<file path="src/rtl/if_fetch_unit_pkg.sv">
// Shared constants for the fetch stage: address map and CP0 exception codes
// (the exception codes are also used by CP0 and the later pipeline stages).
package if_fetch_unit_pkg;

  localparam logic [31:0] RESET_PC = 32'h0000_3000;
  localparam logic [31:0] EXC_PC   = 32'h0000_4180;
  localparam logic [31:0] TEXT_LO  = 32'h0000_3000;
  localparam logic [31:0] TEXT_HI  = 32'h0000_6FFC;

  localparam logic [4:0] EXC_INT  = 5'd0;
  localparam logic [4:0] EXC_ADEL = 5'd4;
  localparam logic [4:0] EXC_ADES = 5'd5;
  localparam logic [4:0] EXC_RI   = 5'd10;
  localparam logic [4:0] EXC_OV   = 5'd12;

endpackage

</file>
<file path="src/rtl/if_fetch_unit_if.sv">
// Fetch-stage bus: the control inputs from D/CP0, the instruction-memory port
// and the F-stage bundle. The fetch unit is the master.
interface if_fetch_unit_if;
  logic        stall;
  logic        redir_valid;
  logic [31:0] redir_pc;
  logic        is_jb_D;
  logic        exc_req;
  logic        eret_req;
  logic [31:0] epc;
  logic [31:0] im_addr;
  logic [31:0] im_data;
  logic [31:0] IR_F;
  logic [31:0] PC_F;
  logic [31:0] PC4_F;
  logic [31:0] PC8_F;
  logic        BD_F;
  logic        exc_F;
  logic [4:0]  exc_code_F;
  logic        clr_FD;

  modport master (
    input  stall, redir_valid, redir_pc, is_jb_D, exc_req, eret_req, epc, im_data,
    output im_addr, IR_F, PC_F, PC4_F, PC8_F, BD_F, exc_F, exc_code_F, clr_FD
  );

  modport slave (
    output stall, redir_valid, redir_pc, is_jb_D, exc_req, eret_req, epc, im_data,
    input  im_addr, IR_F, PC_F, PC4_F, PC8_F, BD_F, exc_F, exc_code_F, clr_FD
  );
endinterface

</file>
<file path="src/rtl/if_fetch_unit_npc_sel.sv">
// Next-PC priority mux: exception entry, ERET return, stall hold, D-stage
// redirect, then sequential PC+4.
module if_npc_sel #(
  parameter logic [31:0] EXC_PC = if_fetch_unit_pkg::EXC_PC
) (
  input  logic [31:0] pc_i,
  input  logic        stall_i,
  input  logic        redir_valid_i,
  input  logic [31:0] redir_pc_i,
  input  logic        exc_req_i,
  input  logic        eret_req_i,
  input  logic [31:0] epc_i,
  output logic [31:0] pc_o
);

  always_comb begin
    pc_o = pc_i + 32'd4;
    if (exc_req_i) begin
      pc_o = EXC_PC;
    end else if (eret_req_i) begin
      pc_o = epc_i;
    end else if (stall_i) begin
      // D is frozen, so a redirect seen now is presented again once stall drops
      pc_o = pc_i;
    end else if (redir_valid_i) begin
      pc_o = redir_pc_i;
    end
  end

endmodule

</file>
<file path="src/rtl/if_fetch_unit.sv">
// MIPS instruction-fetch stage: PC register, IM addressing, fetch-address
// fault detection and the F-stage bundle for the F/D register.
module if_fetch_unit
  import if_fetch_unit_pkg::EXC_ADEL;
  import if_fetch_unit_pkg::EXC_INT;
#(
  parameter logic [31:0] RESET_PC = if_fetch_unit_pkg::RESET_PC,
  parameter logic [31:0] EXC_PC   = if_fetch_unit_pkg::EXC_PC,
  parameter logic [31:0] TEXT_LO  = if_fetch_unit_pkg::TEXT_LO,
  parameter logic [31:0] TEXT_HI  = if_fetch_unit_pkg::TEXT_HI
) (
  input logic            clk,
  input logic            reset,
  if_fetch_unit_if.master fif
);

  logic [31:0] pc_q;
  logic [31:0] pc_d;
  logic        fault;

  if_npc_sel #(
    .EXC_PC (EXC_PC)
  ) u_npc_sel (
    .pc_i          (pc_q),
    .stall_i       (fif.stall),
    .redir_valid_i (fif.redir_valid),
    .redir_pc_i    (fif.redir_pc),
    .exc_req_i     (fif.exc_req),
    .eret_req_i    (fif.eret_req),
    .epc_i         (fif.epc),
    .pc_o          (pc_d)
  );

  always_ff @(posedge clk or posedge reset) begin
    if (reset) begin
      pc_q <= RESET_PC;
    end else begin
      pc_q <= pc_d;
    end
  end

  // A wrapped PC+4 lands below TEXT_LO, so the range check also covers wrap
  assign fault = (pc_q[1:0] != 2'b00) || (pc_q < TEXT_LO) || (pc_q > TEXT_HI);

  assign fif.im_addr    = pc_q;
  assign fif.PC_F       = pc_q;
  assign fif.PC4_F      = pc_q + 32'd4;
  assign fif.PC8_F      = pc_q + 32'd8;
  assign fif.IR_F       = fault ? 32'h0000_0000 : fif.im_data;
  assign fif.exc_F      = fault;
  assign fif.exc_code_F = fault ? EXC_ADEL : EXC_INT;
  assign fif.BD_F       = fif.is_jb_D;
  assign fif.clr_FD     = fif.exc_req | fif.eret_req;

endmodule

</file>
<file path="src/flat_wrapper.sv">
// flat-port wrapper written by rule: the top's interface ports become plain ports
module if_fetch_unit_flat import if_fetch_unit_pkg::EXC_ADEL; import if_fetch_unit_pkg::EXC_INT;
#(
  parameter logic [31:0] RESET_PC = if_fetch_unit_pkg::RESET_PC,
  parameter logic [31:0] EXC_PC   = if_fetch_unit_pkg::EXC_PC,
  parameter logic [31:0] TEXT_LO  = if_fetch_unit_pkg::TEXT_LO,
  parameter logic [31:0] TEXT_HI  = if_fetch_unit_pkg::TEXT_HI
)
  (clk, reset, fif_stall, fif_redir_valid, fif_redir_pc, fif_is_jb_D, fif_exc_req, fif_eret_req, fif_epc, fif_im_data, fif_im_addr, fif_IR_F, fif_PC_F, fif_PC4_F, fif_PC8_F, fif_BD_F, fif_exc_F, fif_exc_code_F, fif_clr_FD);
  if_fetch_unit_if fif_i ();
  input logic clk;
  input logic reset;
  input wire logic [$bits(fif_i.stall)-1:0] fif_stall;
  input wire logic [$bits(fif_i.redir_valid)-1:0] fif_redir_valid;
  input wire logic [$bits(fif_i.redir_pc)-1:0] fif_redir_pc;
  input wire logic [$bits(fif_i.is_jb_D)-1:0] fif_is_jb_D;
  input wire logic [$bits(fif_i.exc_req)-1:0] fif_exc_req;
  input wire logic [$bits(fif_i.eret_req)-1:0] fif_eret_req;
  input wire logic [$bits(fif_i.epc)-1:0] fif_epc;
  input wire logic [$bits(fif_i.im_data)-1:0] fif_im_data;
  output wire logic [$bits(fif_i.im_addr)-1:0] fif_im_addr;
  output wire logic [$bits(fif_i.IR_F)-1:0] fif_IR_F;
  output wire logic [$bits(fif_i.PC_F)-1:0] fif_PC_F;
  output wire logic [$bits(fif_i.PC4_F)-1:0] fif_PC4_F;
  output wire logic [$bits(fif_i.PC8_F)-1:0] fif_PC8_F;
  output wire logic [$bits(fif_i.BD_F)-1:0] fif_BD_F;
  output wire logic [$bits(fif_i.exc_F)-1:0] fif_exc_F;
  output wire logic [$bits(fif_i.exc_code_F)-1:0] fif_exc_code_F;
  output wire logic [$bits(fif_i.clr_FD)-1:0] fif_clr_FD;
  assign fif_i.stall = fif_stall;
  assign fif_i.redir_valid = fif_redir_valid;
  assign fif_i.redir_pc = fif_redir_pc;
  assign fif_i.is_jb_D = fif_is_jb_D;
  assign fif_i.exc_req = fif_exc_req;
  assign fif_i.eret_req = fif_eret_req;
  assign fif_i.epc = fif_epc;
  assign fif_i.im_data = fif_im_data;
  assign fif_im_addr = fif_i.im_addr;
  assign fif_IR_F = fif_i.IR_F;
  assign fif_PC_F = fif_i.PC_F;
  assign fif_PC4_F = fif_i.PC4_F;
  assign fif_PC8_F = fif_i.PC8_F;
  assign fif_BD_F = fif_i.BD_F;
  assign fif_exc_F = fif_i.exc_F;
  assign fif_exc_code_F = fif_i.exc_code_F;
  assign fif_clr_FD = fif_i.clr_FD;
  if_fetch_unit #(.RESET_PC(RESET_PC), .EXC_PC(EXC_PC), .TEXT_LO(TEXT_LO), .TEXT_HI(TEXT_HI)) u_core (.clk(clk), .reset(reset), .fif(fif_i));
endmodule
</file>
<file path="config.mk">
export PLATFORM = sky130hd
export DESIGN_NAME = if_fetch_unit_flat
export DESIGN_NICKNAME = d
export VERILOG_FILES = /design/src/rtl/if_fetch_unit_pkg.sv /design/src/rtl/if_fetch_unit_if.sv /design/src/rtl/if_fetch_unit_npc_sel.sv /design/src/rtl/if_fetch_unit.sv /design/src/flat_wrapper.sv
export SDC_FILE = /design/constraint.sdc
export NUM_CORES = 1
export LEC_CHECK = 0
export CAP_MARGIN = 10
export CORE_MARGIN = 10
export CORE_UTILIZATION = 41
export DETAILED_ROUTE_END_ITERATION = 7
export PLACE_DENSITY = 0.95
export SYNTH_ARGS = -nofsm -noshare
export SYNTH_HDL_FRONTEND = slang
export SYNTH_HIERARCHICAL = 1
export SYNTH_SLANG_ARGS = --single-unit
</file>
<file path="constraint.sdc">
create_clock -name clk -period 3.3 [get_ports clk]
set_clock_uncertainty 0.05 [all_clocks]
set_input_delay 0.495 -clock clk [delete_from_list [all_inputs] [get_ports clk]]
set_output_delay 0.495 -clock clk [all_outputs]
set_load 0.1 [all_outputs]
</file>
Word-level counts from Yosys, hierarchy flattened --
Cells that the tools add are included.
Word-level totals: register bits 32, input port bits 103, output and inout bits 168, logic and storage cells 16
Operators by class: add/subtract/negate cells 2, order comparisons 2, equal/unequal tests 1, mux-type cells 6, bitwise gates (word level) 1, reductions and logical operators 3
Operators with widths (number):
- 32-bit 2-to-1 mux | 5
- 32-bit by 3-bit adder with 32-bit output, second input constant | 1
- 32-bit by 4-bit adder with 32-bit output, second input constant | 1
- 32-bit by 15-bit > comparator with 1-bit output, second input constant | 1
- 32-bit by 14-bit < comparator with 1-bit output, second input constant | 1
- 3-bit 2-to-1 mux | 1
- 3-bit by 1-bit != test with 1-bit output, second input constant | 1
- 1-bit logical OR | 2
- 2-bit nonzero test | 1
- 1-bit OR | 1

Logic depth before layout (Yosys ltp) --
depth in word-level cells 5, mapped depth 7, gate-level depth less buffers 6

Modules after synthesis --
The synthesis kept the hierarchy.
Modules (own cells, without submodules):
- if_fetch_unit | times used 1, cells each 287, area each 2544.9 um2, seq. area each 803.3 um2
- if_npc_sel | times used 1, cells each 277, area each 1727.9 um2, seq. area each 0.0 um2

Least setup slack after synthesis --
No wires, ideal clock.
path type reg2out, from reg u_core.pc_q[4], in the netlist u_core/fif.PC_F[4], to out fif_PC4_F[25], data arrival time 3.845 ns, data required time 2.755 ns, slack -1.090 ns, stages on the path, launching flop included 8, path buffers 2, cell sequence dfrtp_1 > ha_1 > and3_1 > buf_2 > and4_1 > clkbuf_1 > nand4_1 > xnor2_1
On the way: cells in the longest elaborated chain, start to end 1
Ends and longest elaborated chain:
- start: declaration | RTL line if_fetch_unit.sv:17 | logic [31:0] pc_q;
- start signal: assignment | RTL line if_fetch_unit.sv:38 | pc_q <= pc_d;
- 32-bit by 3-bit adder with 32-bit output | RTL line if_fetch_unit.sv:47 | assign fif.PC4_F = pc_q + 32'd4;
- end: declaration | RTL line flat_wrapper.sv:24 | output wire logic [$bits(fif_i.PC4_F)-1:0] fif_PC4_F;
No other way between the ends.

Final worst setup path --
from reg u_core.pc_q[18], in the netlist u_core/fif.PC_F[18], to out fif_PC4_F[31]
The elaborated chain is that of the path after synthesis.

==> summary.txt <==
# rows -> 37
full die area -> 0.0149 mm²
share of cells above drive strength 1 -> 40.1%
Switching Fraction -> 57.1%
Worst slew margin -> 30.3%
CP max stage delay -> 0.62 ns
overall routing resource usage -> 26.7%
largest net degree at the start of global routing -> 38
Fin Setup TNS -> 0 ns
most common cell in the synthesized netlist -> nand2_1
CTS buffer count -> 5
Port-buffer cells -> 264
TritonCTS clock tree -> built
clock buffer depth -> 2
H-Tree Depth -> 2
Synth top area share -> 17.6%
fin nets -> 881
top fanout value on the critical path -> 17
Leak -> 3.32 nW
fin util -> 78.9%
critical path class -> reg -> out
dominant cell type by area after synthesis -> dfrtp_1
crit path launch type -> flip-flop
share of the yosys chip area belonging to registers -> 18.8%
PwrDens -> 319 mW/mm²
Combinational Power Share -> 66.5%
routed wire length -> 21400 µm
mapped cell area -> 0.00427 mm²
worst hold path type -> reg -> reg
largest cells by area after synthesis -> dfrtp_1 18%, buf_4 8.1%, xnor2_1 6.6%
synth-to-layout area growth -> 88.8%
chip height -> 122 µm
GRT overflow -> 0
max reg flops -> 32
Root Buffer -> clkbuf_8
prevailing post-synth register cell -> dfrtp_1
count of pins over their slew limit -> 0
starting density of the core -> 41.8%
RSZ-0062 raised after global routing -> yes
synthesized area per cell -> 7.58 µm²
detail-routed net length per standard cell -> 23.4 µm
number of global-route vias before repair -> 5268
fill cell count -> 604
initial DRC count -> 785
clock-pin slew on the worst setup and hold paths -> 0.07 ns
die width -> 122 µm
Synth Instances -> 564
number of synthesized register bits -> 32
Ports -> 271
clock latency on the worst-skew pair -> 0.29 ns
vias per cell -> 5.99
Post-CTS Hold Fix Bufs -> 0
outcome -> finished clean
clock share of power -> 12.3%
switching power -> 0.00147 W
dpl cells -> 904
period utilisation layout -> 96.3%
max_cap viols -> 0
drc violations -> 0
maximum clock rate -> 0.315 GHz
Unique masters post-synth -> 70
CTS Sinks -> 32
Detailed Place HPWL -> 17400 µm
Layout Cells excl Fill -> 913
gp weighted congestion -> 0.999
Routed Antenna Nets -> 0
internal power -> 0.00110 W
total number of vias -> 5467
Ys Warns -> 6
Reg power frac -> 21.2%
# setup viols final -> 0
Slew @ Worst Pin -> 1.04 ns
fin crit period -> 3.18 ns
crit-path cells -> nand4_1, or4_4, nor4_2, xor2_4, buf_12
most frequent cells after synthesis -> 48 x nand2_1, 46 x buf_4, 42 x nor2_1, 34 x and2_1, 32 x xnor2_1
final hold vios -> 0
Crit path required time -> 2.75 ns
CP max-delay cell -> dfrtp_2
drt pass-1 iters -> 6
Setup crit end kind -> primary output
number of enable flip-flop cells after synthesis -> 0
worst IR drop on VDD -> 0.276 mV
worst path arrival time -> 2.63 ns
global-route wire length before repair -> 31600 µm
core area -> 0.0102 mm²
initial antenna violation count -> 1
async set or reset register ratio after synthesis -> 100%
[per-stage QoR]
step / power (W) / cell area, µm² / setup WS [ns] / hold slack [ns]
after floorplan: 0.00177 / 5020 / 0.00257 / 0.554
after CTS: 0.00257 / 8050 / 0.0627 / 0.641
after global routing: 0.00264 / 8070 / 0.00746 / 0.670
after detailed placement: 0.00226 / 7950 / 0.308 / 0.621
after global placement: 0.00223 / 7950 / 0.414 / 0.623
final: 0.00257 / 8070 / 0.122 / 0.659
[cells in the final DEF (no fill, tap or decap), types with 11 or more instances in the layout]
master / instances
buf_4: 112
clkdlybuf4s50_1: 100
buf_12: 73
nand2_1: 48
nor2_1: 42
and2_1: 34
dfrtp_2: 24
a21oi_1: 24
nand3_1: 22
nor3_1: 18
xnor2_4: 18
inv_1: 17
nand4_1: 14
and3_1: 12
xnor2_2: 12
nor4_1: 12
o21ai_0: 12
xor2_2: 11
[power groups by stage]
stage               sequential, W  combinational, W  clock (W)
CTS                      0.000542           0.00171   0.000314
finish                   0.000545           0.00171   0.000315
floorplan                0.000715           0.00106          0
detailed placement       0.000549           0.00171          0
global route             0.000552           0.00176   0.000332
global placement         0.000544           0.00169          0
[worst max-delay path: cells and delay by family, from the launching register on]
kind                      cells  cell delay [ns]
xor gates and xnor gates      1             0.21
DFF                           1             0.62
buffers and inverters         1             0.19
and+or+nand+nor               3             1.31
[layer usage]
metal	track usage, %	share of wire, %	up-vias
met1	29.5	34	2510
met4	9.28	4.3	0
li1	-	-	2380
met5	0	0	-
met3	7.59	12	89
met2	47.9	50	488
[logic make-up (layout without fill, tap and decap cells)]
logic type | count (synthesis) | count (layout) | synth area share, %
AOI/OAI and AO/OA | 98 | 98 | 15.9
xor gates and xnor gates | 57 | 57 | 11.9
adders and majority gates | 3 | 3 | 0.879
buffers and inverters | 103 | 312 | 14.4
DFF | 32 | 32 | 18.8
muxes | 10 | 10 | 2.34
other | 1 | 5 | 0.0878
and+or+nand+nor | 260 | 260 | 35.7
[final timing paths]
| path | from | to | slack (ns) | depth (start not counted) |
|---|---|---|---|---|
| worst max register to register | u_core/fif.PC_F[2] | u_core/fif.PC_F[26] | 1.03 | 7 |
| max in group asynchronous | reset | u_core/fif.PC_F[12] | 1.70 | 3 |
| min in group asynchronous | reset | u_core/fif.PC_F[15] | 0.72 | 2 |
| worst min-delay path | u_core/fif.PC_F[11] | u_core/fif.PC_F[11] | 0.66 | 1 |
| worst min register to register | u_core/fif.PC_F[11] | u_core/fif.PC_F[11] | 0.66 | 1 |
| worst max-delay path | u_core/fif.PC_F[18] | fif_PC4_F[31] | 0.12 | 5 |
[area by class of cell]
class / count / area, µm² / area share [%]
repair buffers: 286 / 3310 / 41.0
flip-flops and latches: 32 / 845 / 10.5
diodes: 1 / 2.50 / 0.0310
well taps: 136 / 170 / 2.11
clock buffers: 8 / 90.1 / 1.12
inverters: 18 / 67.6 / 0.837
multi-input cells: 432 / 3590 / 44.4
[timing repair]
item | CTS | global route
endpoints found under the setup margin | 1 | 10
resized for setup | 1 | 3
hold endpoints to repair | 0 | 0
cloned | 0 | 0
setup buffers | 0 | 0
(Power assumes the default switching activity.)
